[src/rtl/temp_avg_controller.sv]
// -----------------------------------------------------------------------------
// temp_avg_controller
//
// Sequencer that sits in front of output_display. A start request snapshots
// every sensor reading and enable bit, walks the snapshot one sensor per cycle
// to build the sum of the enabled readings and the number of enabled sensors,
// then runs a 16-step restoring division. The quotient, remainder and sensor
// count are presented together with a one-cycle valid pulse. One average is
// produced per accepted start.
//
// Parameters
//   NR_SENSORS  number of sensors (1..255)
//   DATA_W      width of one unsigned temperature reading
//
// Ports
//   clk_i                single clock, rising edge
//   rst_i                asynchronous, active-high reset
//   start_i              request a new average, honoured only while idle
//   sensors_data_i       reading k at bits [k*DATA_W +: DATA_W]
//   sensors_en_i         bit k set -> sensor k is active
//   busy_o               high while accumulating, dividing or finishing
//   valid_o              one-cycle pulse, result outputs updated this cycle
//   temp_Q_o             sum / count
//   temp_R_o             sum % count
//   active_sensors_nr_o  number of enabled sensors in the snapshot
//   no_sensor_o          last result had no enabled sensor
// -----------------------------------------------------------------------------
module temp_avg_controller #(
  parameter int NR_SENSORS = 100,
  parameter int DATA_W     = 8
) (
  input  logic                         clk_i,
  input  logic                         rst_i,
  input  logic                         start_i,
  input  logic [NR_SENSORS*DATA_W-1:0] sensors_data_i,
  input  logic [NR_SENSORS-1:0]        sensors_en_i,
  output logic                         busy_o,
  output logic                         valid_o,
  output logic [15:0]                  temp_Q_o,
  output logic [15:0]                  temp_R_o,
  output logic [7:0]                   active_sensors_nr_o,
  output logic                         no_sensor_o
);

  localparam int IDX_W = (NR_SENSORS > 1) ? $clog2(NR_SENSORS) : 1;
  localparam logic [IDX_W-1:0] LAST_IDX = IDX_W'(NR_SENSORS - 1);

  typedef enum logic [1:0] {
    IDLE,
    ACCUM,
    DIVIDE,
    DONE
  } state_t;

  state_t state;
  state_t state_next;

  // Snapshot of the sensor inputs, consumed from the low end one sensor
  // per cycle so the current reading is always at the bottom.
  logic [NR_SENSORS*DATA_W-1:0] data_snap;
  logic [NR_SENSORS-1:0]        en_snap;

  logic [IDX_W-1:0] index;
  logic [15:0]      sum;
  logic [7:0]       count;

  // Divider: quo starts as the dividend and is shifted left while the
  // quotient bits enter from the right; rem is the partial remainder.
  logic [15:0] quo;
  logic [16:0] rem;
  logic [3:0]  step;

  logic accum_last;
  logic div_last;

  logic snap_load;
  logic accum_en;
  logic div_en;
  logic done_en;

  logic [15:0] sum_next;
  logic [7:0]  count_next;
  logic [16:0] rem_shift;
  logic [16:0] divisor;
  logic        rem_ge;

  assign accum_last = (index == LAST_IDX);
  assign div_last   = (step == 4'd15);

  // Running sum and count including the sensor currently at the bottom of
  // the snapshot.
  always_comb begin
    sum_next   = sum;
    count_next = count;
    if (en_snap[0]) begin
      sum_next   = sum + 16'(data_snap[DATA_W-1:0]);
      count_next = count + 8'd1;
    end
  end

  // One restoring-division step: shift the next dividend bit into the
  // partial remainder and subtract the divisor if it fits.
  always_comb begin
    rem_shift = 17'({rem, quo[15]});
    divisor   = {9'd0, count};
    rem_ge    = (rem_shift >= divisor);
  end

  // State register.
  always_ff @(posedge clk_i or posedge rst_i) begin
    if (rst_i) begin
      state <= IDLE;
    end else begin
      state <= state_next;
    end
  end

  // Next-state logic.
  always_comb begin
    state_next = state;
    case (state)
      IDLE:    if (start_i)    state_next = ACCUM;
      ACCUM:   if (accum_last) state_next = DIVIDE;
      DIVIDE:  if (div_last)   state_next = DONE;
      DONE:                    state_next = IDLE;
      default:                 state_next = IDLE;
    endcase
  end

  // Output and datapath-control decode.
  always_comb begin
    busy_o    = 1'b0;
    snap_load = 1'b0;
    accum_en  = 1'b0;
    div_en    = 1'b0;
    done_en   = 1'b0;
    case (state)
      IDLE:    snap_load = start_i;
      ACCUM: begin
        busy_o   = 1'b1;
        accum_en = 1'b1;
      end
      DIVIDE: begin
        busy_o = 1'b1;
        div_en = 1'b1;
      end
      DONE: begin
        busy_o  = 1'b1;
        done_en = 1'b1;
      end
      default: busy_o = 1'b0;
    endcase
  end

  // Snapshot, accumulation and division datapath.
  always_ff @(posedge clk_i or posedge rst_i) begin
    if (rst_i) begin
      data_snap <= '0;
      en_snap   <= '0;
      index     <= '0;
      sum       <= '0;
      count     <= '0;
      quo       <= '0;
      rem       <= '0;
      step      <= '0;
    end else begin
      if (snap_load) begin
        data_snap <= sensors_data_i;
        en_snap   <= sensors_en_i;
        index     <= '0;
        sum       <= '0;
        count     <= '0;
      end
      if (accum_en) begin
        data_snap <= data_snap >> DATA_W;
        en_snap   <= en_snap >> 1;
        index     <= index + 1'b1;
        sum       <= sum_next;
        count     <= count_next;
        // The final sum is loaded straight into the divider so the first
        // division step can run on the very next cycle.
        if (accum_last) begin
          quo  <= sum_next;
          rem  <= '0;
          step <= '0;
        end
      end
      if (div_en) begin
        step <= step + 4'd1;
        if (rem_ge) begin
          rem <= rem_shift - divisor;
          quo <= {quo[14:0], 1'b1};
        end else begin
          rem <= rem_shift;
          quo <= {quo[14:0], 1'b0};
        end
      end
    end
  end

  // Result registers. With no enabled sensor the divider ran against zero
  // and produced meaningless bits, so the result is forced to zero.
  always_ff @(posedge clk_i or posedge rst_i) begin
    if (rst_i) begin
      valid_o             <= 1'b0;
      temp_Q_o            <= '0;
      temp_R_o            <= '0;
      active_sensors_nr_o <= '0;
      no_sensor_o         <= 1'b0;
    end else begin
      valid_o <= done_en;
      if (done_en) begin
        active_sensors_nr_o <= count;
        no_sensor_o         <= (count == 8'd0);
        if (count == 8'd0) begin
          temp_Q_o <= '0;
          temp_R_o <= '0;
        end else begin
          temp_Q_o <= quo;
          temp_R_o <= rem[15:0];
        end
      end
    end
  end

endmodule

[config.mk]
export PLATFORM = sky130hd
export DESIGN_NAME = temp_avg_controller
export DESIGN_NICKNAME = d
export VERILOG_FILES = /design/src/rtl/temp_avg_controller.sv
export SDC_FILE = /design/constraint.sdc
export NUM_CORES = 2
export LEC_CHECK = 0
export BUFFER_PORTS_ARGS = -buffer_cell sky130_fd_sc_hd__buf_2
export CORE_AREA = 2 2 365 367
export CTS_CLUSTER_SIZE = 12
export DETAILED_ROUTE_END_ITERATION = 12
export DIE_AREA = 0 0 367 369
export GPL_TIMING_DRIVEN = 0
export PLACE_DENSITY = 0.54
export SYNTH_ARGS = -nofsm -noshare
export SYNTH_HDL_FRONTEND = slang
export SYNTH_SLANG_ARGS = --single-unit
[constraint.sdc]
create_clock -name clk_i -period 39.6 [get_ports clk_i]
set_input_delay 5.94 -clock clk_i [delete_from_list [all_inputs] [get_ports clk_i]]
set_output_delay 5.94 -clock clk_i [all_outputs]
set_load 0.005 [all_outputs]
# --- Word-level counts from Yosys, hierarchy flattened ---
# Index checks and enable logic that the tools add are counted.
# Widths: inputs -> output; s select.
word_totals:
  register_bits: 1011
  latchBits: 0
  mem_bits_rw: 0
  rom_bits: 0
  memories: 0
op_classes:
  n_addsub: 5
  multipliers: 0
  div_mod_pow: 0
  order_cmp: 1
  eq_ne: 9
  n_shift: 0
  mux: 34
  bitwise: 0
  n_reduce_logical: 9
ops:
  columns: ["cell", "count"]
  rows:
  - ["$mux 800", 2]
  - ["$mux 100", 2]
  - ["$mux 16", 12]
  - ["$mux 8", 3]
  - ["$ge 17x8->1", 1]
  - ["$add 16x8->16", 1]
  - ["$sub 16x8->16", 1]
  - ["$mux 7", 2]
  - ["$mux 4", 3]
  - ["$add 8x1->8 const B", 1]
  - ["$logic_not 8->1", 1]
  - ["$ne 2x2->1 const B", 4]
  - ["$pmux 2 s4", 1]
  - ["$add 7x1->7 const B", 1]
  - ["$eq 7x7->1 const B", 1]
  - ["$mux 1", 6]
  - ["$mux 2", 3]
  - ["$reduce_bool 2->1", 3]
  - ["$add 4x1->4 const B", 1]
  - ["$eq 2x2->1 const B", 2]
  - ["$eq 4x4->1 const B", 1]
  - ["$reduce_and 2->1", 2]
  - ["$reduce_and 3->1", 1]
  - ["$reduce_or 3->1", 1]
  - ["2 further kinds", 2]

# --- Logic depth before layout (Yosys ltp) ---
logic_depth:
  word_depth: 5
  ltp_mapped: 10
  depth_no_buf: 9

# --- Worst setup path before layout ---
# OpenSTA, ideal clock, no wires.
synth_timing:
  path_type: "input -> register"
  from: "input port start_i"
  to: "register en_snap[0]"
  t_arrival_ns: 7.291
  path_slack_ns: 32.227
  cell_stages: 7
  path_buffers: 4
  path_cell_list: "a21oi_1 -> buf_2 -> buf_2 -> clkbuf_1 -> buf_2 -> nand2_1 -> o21ai_0"
synth_between:
  elab_chain_cells: 2
synth_lines:
  columns: ["element", "line", "rtl"]
  rows:
  - ["start: declaration", "34", "input logic start_i,"]
  - ["$mux 1", "137", "case (state)"]
  - ["$reduce_bool 2->1 (no source line)", null, null]
  - ["end signal: assignment", "169", "en_snap <= sensors_en_i;"]
  - ["end signal: assignment", "176", "en_snap <= en_snap >> 1;"]
  - ["end: declaration", "61", "logic [NR_SENSORS-1:0] en_snap;"]
# No other way between the ends.
# A chain may end at the register's enable or synchronous reset.

# --- Worst setup path in the final report ---
# Same ends and word-level chain as after synthesis.

==> results.md <==
* Primary FF master, synth: dfrtp_1
* Placed Cells at between 7000 and 8000
* Final Util at between 40% and 50%
* IO Pins at about 950
* Most frequent cells in the layout: buf_2, dfrtp_1, nand2_1, o21ai_0, mux2i_1
* Tot GR Track Use at roughly a quarter
* Drt drc at 0
* Clock transition at path regs at 0.06 ns
* Final Hold Fails at 0
* Worst-margin pin slew at 1.13 ns
* Synthesized instance count at ~4500
* Core region area at approximately 0.13 sq mm
* Avg Inst Size Synth at 10.4 sq um
* WS Path Type: input pin to flip-flop
* CTS Buf Count at 115
* Final nets at 6460
* Leakage at 27.0 nW
* Routability Congestion at approximately 0.93
* Initial antenna violation count at 180
* Post-Route WL at about 170000 um
* Cell Area, Synth at 0.0464 sq mm
* Min cycle time layout at ~8.4 ns
* Total power at 5.12 mW
* CP startpoint kind: input pin
* HPWL after detailed placement at 135000 um
* Setup TNS at 0 ns
* Clock sink count at 1011
* CP max FO at 10
* Wirelength per Cell at between 20 and 25 um
* Commonest non-fill, non-tap cell in the layout: buf_2
* Worst hold path type: flip-flop to flip-flop
* P per Cell Area at 88.7 mW/mm^2
* Netlist cell types at 60
* Largest net degree at the start of global routing at 125
* Die Span X at 367 um
* Area growth, synth to finish at 24.4%
* Final Cycle Share at between 20% and 30%
* H-Tree Depth at 3
* Starting Density at 35.4%
* First-pass DRT Iterations at 5
* Std-Cell Rows at 133
* Worst-skew pair later-pin latency at 0.76 ns
* Setup Viol. Count Final at 0
* First-pass GRT wire length at 253000 um
* Count of pins over their slew limit at 0
* CTS tree: done
* Status: complete, no violations
* Sequential fraction of the synthesis area at 54.5%
* Finished Layout Cells at 7445
* Seq cells post-synth at 1011
* Synth async-reset ratio at 100%
* Setup Buffers After CTS at 0
* Proportion of layout cells with a drive suffix above 1 at 22.7%
* Clk root buf: clkbuf_16
* CP arrival at a little over 9 ns
* Syn nets at 5389
* Critical Path RT at 40.25 ns
* Detailed Route Iter0 Violations at 2951
* Ys Warns at 0
* Post-route ant nets at 0
* Vias in the first global route at roughly 39000
* Setup Skew at 0.0333 ns
* Buf/Inv on CP at 5
* Die Height at 369 um
* Endpoint type of the worst setup path: flip-flop
* Slowest cell on the critical path: clkbuf_1
* Grt ovf at 0
* Peak VDD IR at around 0.044 mV
* Relative slew slack at 22.6%
* I/O Buffers at roughly 950
* Max incr delay on CP at around 0.7 ns
* Max Root-Sink Buffers at 3
* Die Area at 0.135 sq mm
* Worst path cell trace: buf_2, a21oi_4, buf_2, buf_2, clkbuf_1, buf_2, nand2_1, o21ai_0
* PostCTS Resize Cnt at 0
* Post-synth EDFFs at 0
* Hold slack at 0.476 ns
* Max_cap viols at 0
* Fmax at between 100 and 150 MHz
* Via density at 5.15
* # hold bufs at CTS at 0
* Worst path top cell family by delay: buffers and inverters
* Via count at 38300
* CP dominant cell by count: buf_2
* RSZ-0062 raised after global routing: false
## cell type report
type	count	area, sq um
Fill cell	13000	73400
Sequential cell	1011	25300
Multi-Input combinational cell	3096	19600
Timing Repair Buffer	954	4980
Clock buffer	172	3440
Tap cell	1755	2200
Buffer	331	1400
Clock inverter	39	533
Antenna cell	66	165
Inverter	21	86.3
## Yosys cell counts (6+ instances only)
cell      instances  area [sq um]
and3_1            8          50.1
nand4_1           6          37.5
clkbuf_1        219           822
a211oi_1          7          52.6
nor2_1           33           124
a22o_1           52           455
inv_1            21          78.8
ha_1             25           313
xnor2_1          20           175
nand3_1          26           130
buf_2           104           521
or3_1             7          43.8
dfrtp_1        1011         25300
mux2_2           11           124
a21oi_1          26           130
nor3_1           10          50.1
o21ai_0         946          4730
nand2_1         946          3550
mux2i_1         894          8950
## metrics by stage
step	setup WS, ns	area (sq um)
after global placement	-8.37	53300
after detailed placement	30.29	53600
final	31.18	57700
after CTS	31.08	57600
after floorplan	5.21	46400
after global routing	31.01	57700
## path summary, 6_finish.rpt
check,startpoint,endpoint,slack [ns],cells past startpoint
worst max-delay path,start_i,en_snap[0]$_DFFE_PP0P_,31.18,8
worst min-delay path,data_snap[397]$_DFFE_PP0P_,data_snap[397]$_DFFE_PP0P_,0.48,2
worst max register to register,state[1]$_DFFE_PP0P_,en_snap[0]$_DFFE_PP0P_,35.56,10
worst min register to register,data_snap[397]$_DFFE_PP0P_,data_snap[397]$_DFFE_PP0P_,0.48,2
max in group asynchronous,rst_i,data_snap[356]$_DFFE_PP0P_,32.22,5
min in group asynchronous,rst_i,data_snap[557]$_DFFE_PP0P_,5.24,2
## kinds of logic (layout without fill, tap and decap cells)
| kind of cell | Yosys count | in the layout | synth area share, % |
|---|---|---|---|
| compound gates | 1082 | 1082 | 12.5 |
| simple gates | 1057 | 1057 | 9.00 |
| flops | 1011 | 1011 | 54.5 |
| mux | 905 | 905 | 19.6 |
| buf+inv | 352 | 1517 | 3.20 |
| fa+ha+maj | 27 | 27 | 0.761 |
| xor+xnor | 25 | 25 | 0.472 |
| other cells | 0 | 66 | 0 |
## worst register-to-register path: cells and delay by family (launching register included)
family	cells	cell delay (ns)
buf+inv	6	2.50
fa+ha+maj	1	0.18
flops	1	0.36
simple gates	1	0.09
compound gates	2	0.80
## power by group
part / leakage, nW / internal [mW] / switching (mW) / total, mW
clock network: 1.96 / 0.654 / 0.463 / 1.12
logic: 12.4 / 0.832 / 1.32 / 2.16
registers: 12.6 / 1.55 / 0.303 / 1.85
## registers in the layout, indices dropped and copies added, names as in the netlist, 8 cells and up
signal / count
en_snap: 100
data_snap: 800
rem: 16
sum: 16
temp_R_o: 16
active_sensors_nr_o: 8
temp_Q_o: 16
count: 8
quo: 16
## metal layers
metal	GRT usage [%]	up-vias	routed length, um
met5	0	-	653
met4	9.13	106	6730
met3	6.43	467	11500
met2	39.4	1234	79300
met1	32.6	18800	73800
li1	-	17700	-
Power figures use the tool's default switching activity.
